### src/rtl/buf_page_reader.sv
// buf_page_reader: streams Length bytes from page buffer port B over valid/ready (optional BUF_READER_CHECKSUM_EN)
module buf_page_reader #(
  parameter int ADDR_W = 11,
  parameter int DATA_W = 8,
  parameter int LEN_W  = 12
) (
  input  logic              Clock,
  input  logic              ResetN,
  input  logic              Start,
  input  logic [ADDR_W-1:0] StartAddr,
  input  logic [LEN_W-1:0]  Length,
  input  logic              Abort,
  output logic [ADDR_W-1:0] BufAddr,
  output logic              BufClockEn,
  output logic              BufWr,
  input  logic [DATA_W-1:0] BufQ,
  output logic [DATA_W-1:0] OutData,
  output logic              OutValid,
  input  logic              OutReady,
  output logic              Busy,
  output logic              Done,
  output logic [15:0]       Checksum
);
  typedef enum logic [1:0] {IDLE, RUN, DRAIN} state_t;
  state_t state_q, state_d;
  logic [ADDR_W-1:0] addr_q, addr_d;
  logic [LEN_W-1:0] rem_q, rem_d;
  logic [DATA_W-1:0] head_q, head_d, tail_q, tail_d;
  logic [1:0] cnt_q, cnt_d;
  logic infl_q, infl_d, busy_q, busy_d, done_q, done_d;
  logic pop, push, issue, go;
  // Next-state: read credit, 2-entry FIFO bookkeeping and the IDLE/RUN/DRAIN sequencing
  always_comb begin
    pop    = (cnt_q != 2'd0) && OutReady;
    push   = infl_q;
    issue  = (state_q == RUN) && !Abort && ({1'b0, cnt_q} + {2'b0, infl_q} - {2'b0, pop} < 3'd2);
    go     = (state_q == IDLE) && Start && !Abort;
    state_d = state_q;
    addr_d = issue ? addr_q + 1'b1 : addr_q;
    rem_d  = issue ? rem_q - 1'b1 : rem_q;
    infl_d = issue;
    cnt_d  = cnt_q + {1'b0, push} - {1'b0, pop};
    head_d = (cnt_q == 2'd2 && pop) ? tail_q :
             (push && (cnt_q == 2'd0 || (cnt_q == 2'd1 && pop))) ? BufQ : head_q;
    tail_d = (push && ((cnt_q == 2'd1 && !pop) || (cnt_q == 2'd2 && pop))) ? BufQ : tail_q;
    done_d = 1'b0;
    if (Abort) begin
      state_d = IDLE;
      infl_d  = 1'b0;
      cnt_d   = 2'd0;
    end else if (go) begin
      addr_d  = StartAddr;
      rem_d   = Length;
      state_d = (Length != '0) ? RUN : IDLE;
      done_d  = (Length == '0);
    end else if (issue && rem_q == {{(LEN_W-1){1'b0}}, 1'b1}) begin
      state_d = DRAIN;
    end else if (state_q == DRAIN && !infl_q && cnt_d == 2'd0) begin
      state_d = IDLE;
      done_d  = 1'b1;
    end
    busy_d = (state_d != IDLE);
  end
  // State and registered outputs, cleared asynchronously
  always_ff @(posedge Clock or negedge ResetN) begin
    if (!ResetN) begin
      state_q <= IDLE;
      addr_q  <= '0;
      rem_q   <= '0;
      infl_q  <= 1'b0;
      cnt_q   <= 2'd0;
      head_q  <= '0;
      tail_q  <= '0;
      busy_q  <= 1'b0;
      done_q  <= 1'b0;
    end else begin
      state_q <= state_d;
      addr_q  <= addr_d;
      rem_q   <= rem_d;
      infl_q  <= infl_d;
      cnt_q   <= cnt_d;
      head_q  <= head_d;
      tail_q  <= tail_d;
      busy_q  <= busy_d;
      done_q  <= done_d;
    end
  end
  assign BufAddr    = addr_q;
  assign BufClockEn = issue;
  assign BufWr      = 1'b0;
  assign OutData    = head_q;
  assign OutValid   = (cnt_q != 2'd0);
  assign Busy       = busy_q;
  assign Done       = done_q;
`ifdef BUF_READER_CHECKSUM_EN
  logic [15:0] sum_q, sum_d;
  // Wrap-around sum of accepted bytes; cleared by Start or Abort, held after Done
  always_comb sum_d = (Abort || go) ? 16'd0 : pop ? sum_q + {{(16-DATA_W){1'b0}}, head_q} : sum_q;
  // Checksum accumulator register
  always_ff @(posedge Clock or negedge ResetN) begin
    if (!ResetN) sum_q <= 16'd0;
    else sum_q <= sum_d;
  end
  assign Checksum = sum_q;
`else
  assign Checksum = 16'd0;
`endif
endmodule

### config.mk
export PLATFORM = sky130hd
export DESIGN_NAME = buf_page_reader
export DESIGN_NICKNAME = d
export VERILOG_FILES = /design/src/rtl/buf_page_reader.sv
export SDC_FILE = /design/constraint.sdc
export NUM_CORES = 1
export LEC_CHECK = 0
export CORE_ASPECT_RATIO = 1.1
export CORE_MARGIN = 2
export CORE_UTILIZATION = 30
export CTS_CLUSTER_DIAMETER = 100
export DETAILED_ROUTE_END_ITERATION = 12
export PLACE_DENSITY = 0.57
export SYNTH_ARGS = -nofsm -noshare
export SYNTH_HDL_FRONTEND = slang
export SYNTH_SLANG_ARGS = --single-unit
### constraint.sdc
create_clock -name Clock -period 3.4 [get_ports Clock]
set_input_delay 0.68 -clock Clock [delete_from_list [all_inputs] [get_ports Clock]]
set_output_delay 0.68 -clock Clock [all_outputs]
set_load 0.03 [all_outputs]
== After elaboration in Yosys (flattened, before gate mapping) ==
Index checks and enable logic that the tools add are counted.
Word-level totals
  register bits after elaboration: 46
  bits of input ports: 36
  output and inout port bits: 40
  word-level logic and storage cells: 66
Operators by class
  add/subtract/negate cells: 6
  order comparisons: 1
  eq/ne operators: 5
  multiplexer cells: 19
  reduce and logical (&&, ||, !) cells: 26
Operator list (number)
  two-way mux 12 bit: 3
  two-way mux 11 bit: 3
  two-way mux 8 bit: 2
  logical AND 1 bit: 13
  equality test 12 x 1 -> 1 bit, second input constant: 1
  zero test 12 bit: 1
  nonzero test 12 bit: 1
  subtractor 12 x 1 -> 12 bit, second input constant: 1
  adder 11 x 1 -> 11 bit, second input constant: 1
  two-way mux 2 bit: 5
  zero test 2 bit: 3
  two-way mux 1 bit: 6
  nonzero test 2 bit: 3
  equality test 2 x 1 -> 1 bit, second input constant: 2
  equality test 2 bit, second input constant: 2
  adder 2 x 1 -> 3 bit: 1
  zero test 1 bit: 3
  less-than comparator 3 x 2 -> 1 bit, second input constant: 1
  subtractor 3 x 1 -> 3 bit: 1
  adder 2 x 1 -> 2 bit: 1
  logical OR 1 bit: 2
  subtractor 2 x 1 -> 2 bit: 1

== Longest topological paths before layout ==
  depth after elaboration: 10
  gate-level depth with buffers: 13
  gate-level depth less buffers: 11

== Worst setup path after synthesis ==
No wires, ideal clock.
  path type: register to output
  from: register cnt_q[1]
  to: output BufClockEn
  data arrival time: 2736 ps
  required time: 2720 ps
  path slack: -16 ps
  stages on the path, launching flop included: 12
  cell sequence: dfrtp_1 -> buf_2 -> or2_2 -> and2_1 -> ha_1 -> inv_1 -> ha_1 -> inv_1 -> fa_1 -> nand4bb_4 -> buf_6 -> nor2_4
On the way
  cells in the longest elaborated chain, start to end: 5
  elaborated cells on any way between the ends: 6
  those cells by class: add/sub: 2; order compare: 1; reduce/logical: 3
RTL lines
  from (decl): line 29  | logic [1:0] cnt_q, cnt_d;
  from (signal assigned): line 81  | cnt_q <= cnt_d;
  nonzero test 2 bit
  net OutValid: line 18  | output logic OutValid,
  logical AND 1 bit: line 34  | pop = (cnt_q != 2'd0) && OutReady;
  subtractor 3 x 1 -> 3 bit: line 36  | issue = (state_q == RUN) && !Abort && ({1'b0, cnt_q} + {2'b0, infl_q} - {2'b0, pop} < 3'd2);
  less-than comparator 3 x 2 -> 1 bit: line 36
  logical AND 1 bit: line 36
  to (decl): line 14  | output logic BufClockEn,
The timed path passes the listed nets, and every way through them passes these cells.

== Final worst setup path ==
  from: register cnt_q[0]
  to: output BufClockEn
On the way
  cells in the longest elaborated chain, start to end: 5
  elaborated cells on any way between the ends: 6
  those cells by class: add/sub: 2; order compare: 1; reduce/logical: 3
RTL lines (line)
  parallel branches: the longest is 2 deep, another holds adder 2 x 1 -> 3 bit
  subtractor 3 x 1 -> 3 bit (*): 36
  less-than comparator 3 x 2 -> 1 bit (*): 36
  logical AND 1 bit (*): 36
Every way passes the cells marked *.

==> out/metrics.cfg <==
[status]
outcome=finished, final reports clean

[final_layout]
fill_cells=883
drive_above_1_share_pct=15.63
areaGrowthSynthToFinish_pct=29.33
mostFrequentLayoutCells=clkdlybuf4s50_1, dfrtp_1, nand2_1
fin_area_mm2=0.003547
nNetsFinal=380
num_antenna_cells=0
layout_commonest_cell=clkdlybuf4s50_1

[yosys]
synth_top_area_cell=dfrtp_1
synth.cell_area_mm2=0.002743
yosysUniqueCellTypes=47
synth_warnings=0
yosysTopAreaCellShare_pct=41.97
ys_async_sr_fraction_pct=100.0
synth-edff-count=0
synth_seq_cells=46
netlist_instances=269
yosysSeqAreaShare_pct=41.97
synthFlopType=dfrtp_1
avgSynthCellArea_um2=10.20
synth_top_cells_by_area=dfrtp_1, buf_4, mux2_2, mux2i_1, nand2_1

[clock_network]
cts_tree=done
numCtsBuffers=5
cts-root-buf=clkbuf_8
htreeDepth=2
holdBufCountCts=0
cts_sinks=46
clock_latency_ps=300
clk_pin_slew_ps=90
cts_buffer_depth=2

[setup_path]
critPathArrivalTime_ps=2560
path_class=register to output port
worstPathRequired_ps=2720
worst_setup_path_start_kind=register
worst_setup_path_end_kind=output port
critPathMaxFanout=4

[detailed_routing]
antenna_left=0
firstDrtPassIters=4
avgViaCountPerCell=4.653
met1_length_um=2755
wl_met3_um=439
wl_met2_um=2869
wl_um=6152
drc=0
wl_per_cell_um=13.58
vias=2108
routed.top_layer=met4
drtIter0Drc=94

[hold_path]
hold_class=register to register

[timing]
setup_violations=0
slew_headroom_pct=28.02
fmax_mhz=308.4
setup_ws_ps=157.8
final-hold-violation-count=0
holdWs_ps=512.9
fin_worst_skew_ps=8.528
rsz0062_at_grt=no
fin_crit_sh_pct=95.36
layout_min_cycle_time_ps=3242
tightest_slew_ps=1080
slew_viol_final=0

[floorplan]
core_area_mm2=0.008874
die_w_um=95.17
ios=76
die_area_mm2=0.009924
start_util_pct=30.91
rows=36
die_y_um=104.3

[power]
power.density_mw_per_mm2=694.1
power.leakage_nw=1.495
vdd_ir_drop_max_v=0.0002559

[placed_design]
globalplace.congestion=0.7931
dpl_cell_area_mm2=0.003435
pre_cts_ws_ps=-33.20
port_buffers=58
hpwl_um=4498

[global_route]
grt_usage_pct=13.02
grt_pass1_vias=2088
grt_max_degree=47
overflow=0
grt_antenna_before_repair=0
grt_pass1_wl_um=10330

[flow_run]
cap_viol_max_count=0

critical path, cell delays in order (launching register included):
cell	delay (ps)
dfrtp_1	410
or2_4	230
and2_1	140
ha_1	260
inv_1	50
ha_1	130
inv_1	50
fa_2	560
nand4bb_4	130
nor2_4	140
buf_6	150
final cells by class:
cell class | count | area [um^2] | share of cell area, %
multi-input combinational | 203 | 1425 | 40.18
timing repair buffer | 74 | 708.2 | 19.96
sequential | 46 | 1151 | 32.45
inverter | 8 | 30.03 | 0.8466
clock buffer | 5 | 68.82 | 1.940
clock inverter | 3 | 21.27 | 0.5996
tap | 114 | 142.6 | 4.021
kinds of logic (layout without fill, tap and decap cells):
kind of cell	count (synthesis)	after routing	share of synthesized area [%]
XOR/XNOR	16	16	5.383
adder cells (fa/ha/maj)	6	6	3.011
multiplexers	21	21	8.121
AND/OR/NAND/NOR	106	106	25.18
buffers and inverters	36	90	8.440
AO/OA/AOI/OAI	37	37	7.756
flip-flops	46	46	41.97
other	1	17	0.1367
repair_timing:
action | CTS | global route
gates resized for setup | 3 | 1
endpoints found under the setup margin | 1 | 1
pin swaps | 3 | 2
setup buffers | 1 | 1
Yosys cell counts (2+ instances only):
library cell  count
nand3_1          10
or2_2             2
a2bb2oi_1         2
buf_6             4
nor4_4            4
o21ai_1           5
o211ai_1          3
nor2_1           18
nor4_1            5
nor2b_1           2
nor4b_1           2
nand4_1           8
or4_1             2
a21oi_1          11
nand3b_1          3
buf_2             2
inv_1             8
dfrtp_1          46
nor3_1            7
xnor2_1          10
mux2i_1          11
ha_1              5
o21ai_0          12
xor2_1            5
clkbuf_1          5
nor4b_4           2
buf_4            17
and2_1            2
nand2_1          29
mux2_2           10
state kept, by name, indices dropped and copies added, names as in the netlist:
signal	cells
state_q	2
cnt_q	2
BufAddr	11
Done	1
rem_q	12
OutData	8
Busy	1
tail_q	8
infl_q	1
metal layers:
metal	GRT usage, %	vias up
met2	20.88	65
met3	2.826	8
met4	3.727	0
met5	0	-
met1	17.48	986
li1	-	1049
per-stage QoR:
step           setup TNS (ps)  util (%)  total power, W  instances
2_1_floorplan               0         -        0.001693        285
3_3_place_gp           -59.69     38.71        0.002081        443
3_5_place_dp           -122.2     38.71        0.002091        443
4_1_cts                     0     39.86        0.002474        452
5_1_grt                     0     39.97        0.002652        453
6_report                    0     39.97        0.002462        453
where the power goes:
part	total [W]	internal (W)	leakage (nW)	switching, W
Combinational	0.00127	0.000574	0.882	0.000697
Sequential	0.000845	0.000706	0.569	0.000139
Clock	0.000347	0.000145	0.0441	0.000202
final timing paths:
kind	from	end	slack [ps]	depth (start not counted)
hold / removal	tail_q[1]$_DFFE_PN0P_	tail_q[1]$_DFFE_PN0P_	510	1
hold reg to reg	tail_q[1]$_DFFE_PN0P_	tail_q[1]$_DFFE_PN0P_	510	1
max in group asynchronous	ResetN	BufAddr[2]$_DFF_PN0_	2170	1
min in group asynchronous	ResetN	state_q[1]$_DFF_PN0_	570	1
setup / recovery	cnt_q[0]$_DFF_PN0_	BufClockEn	160	10
setup reg to reg	cnt_q[0]$_DFF_PN0_	rem_q[10]$_DFF_PN0_	420	12
Power figures use the tool's default switching activity.
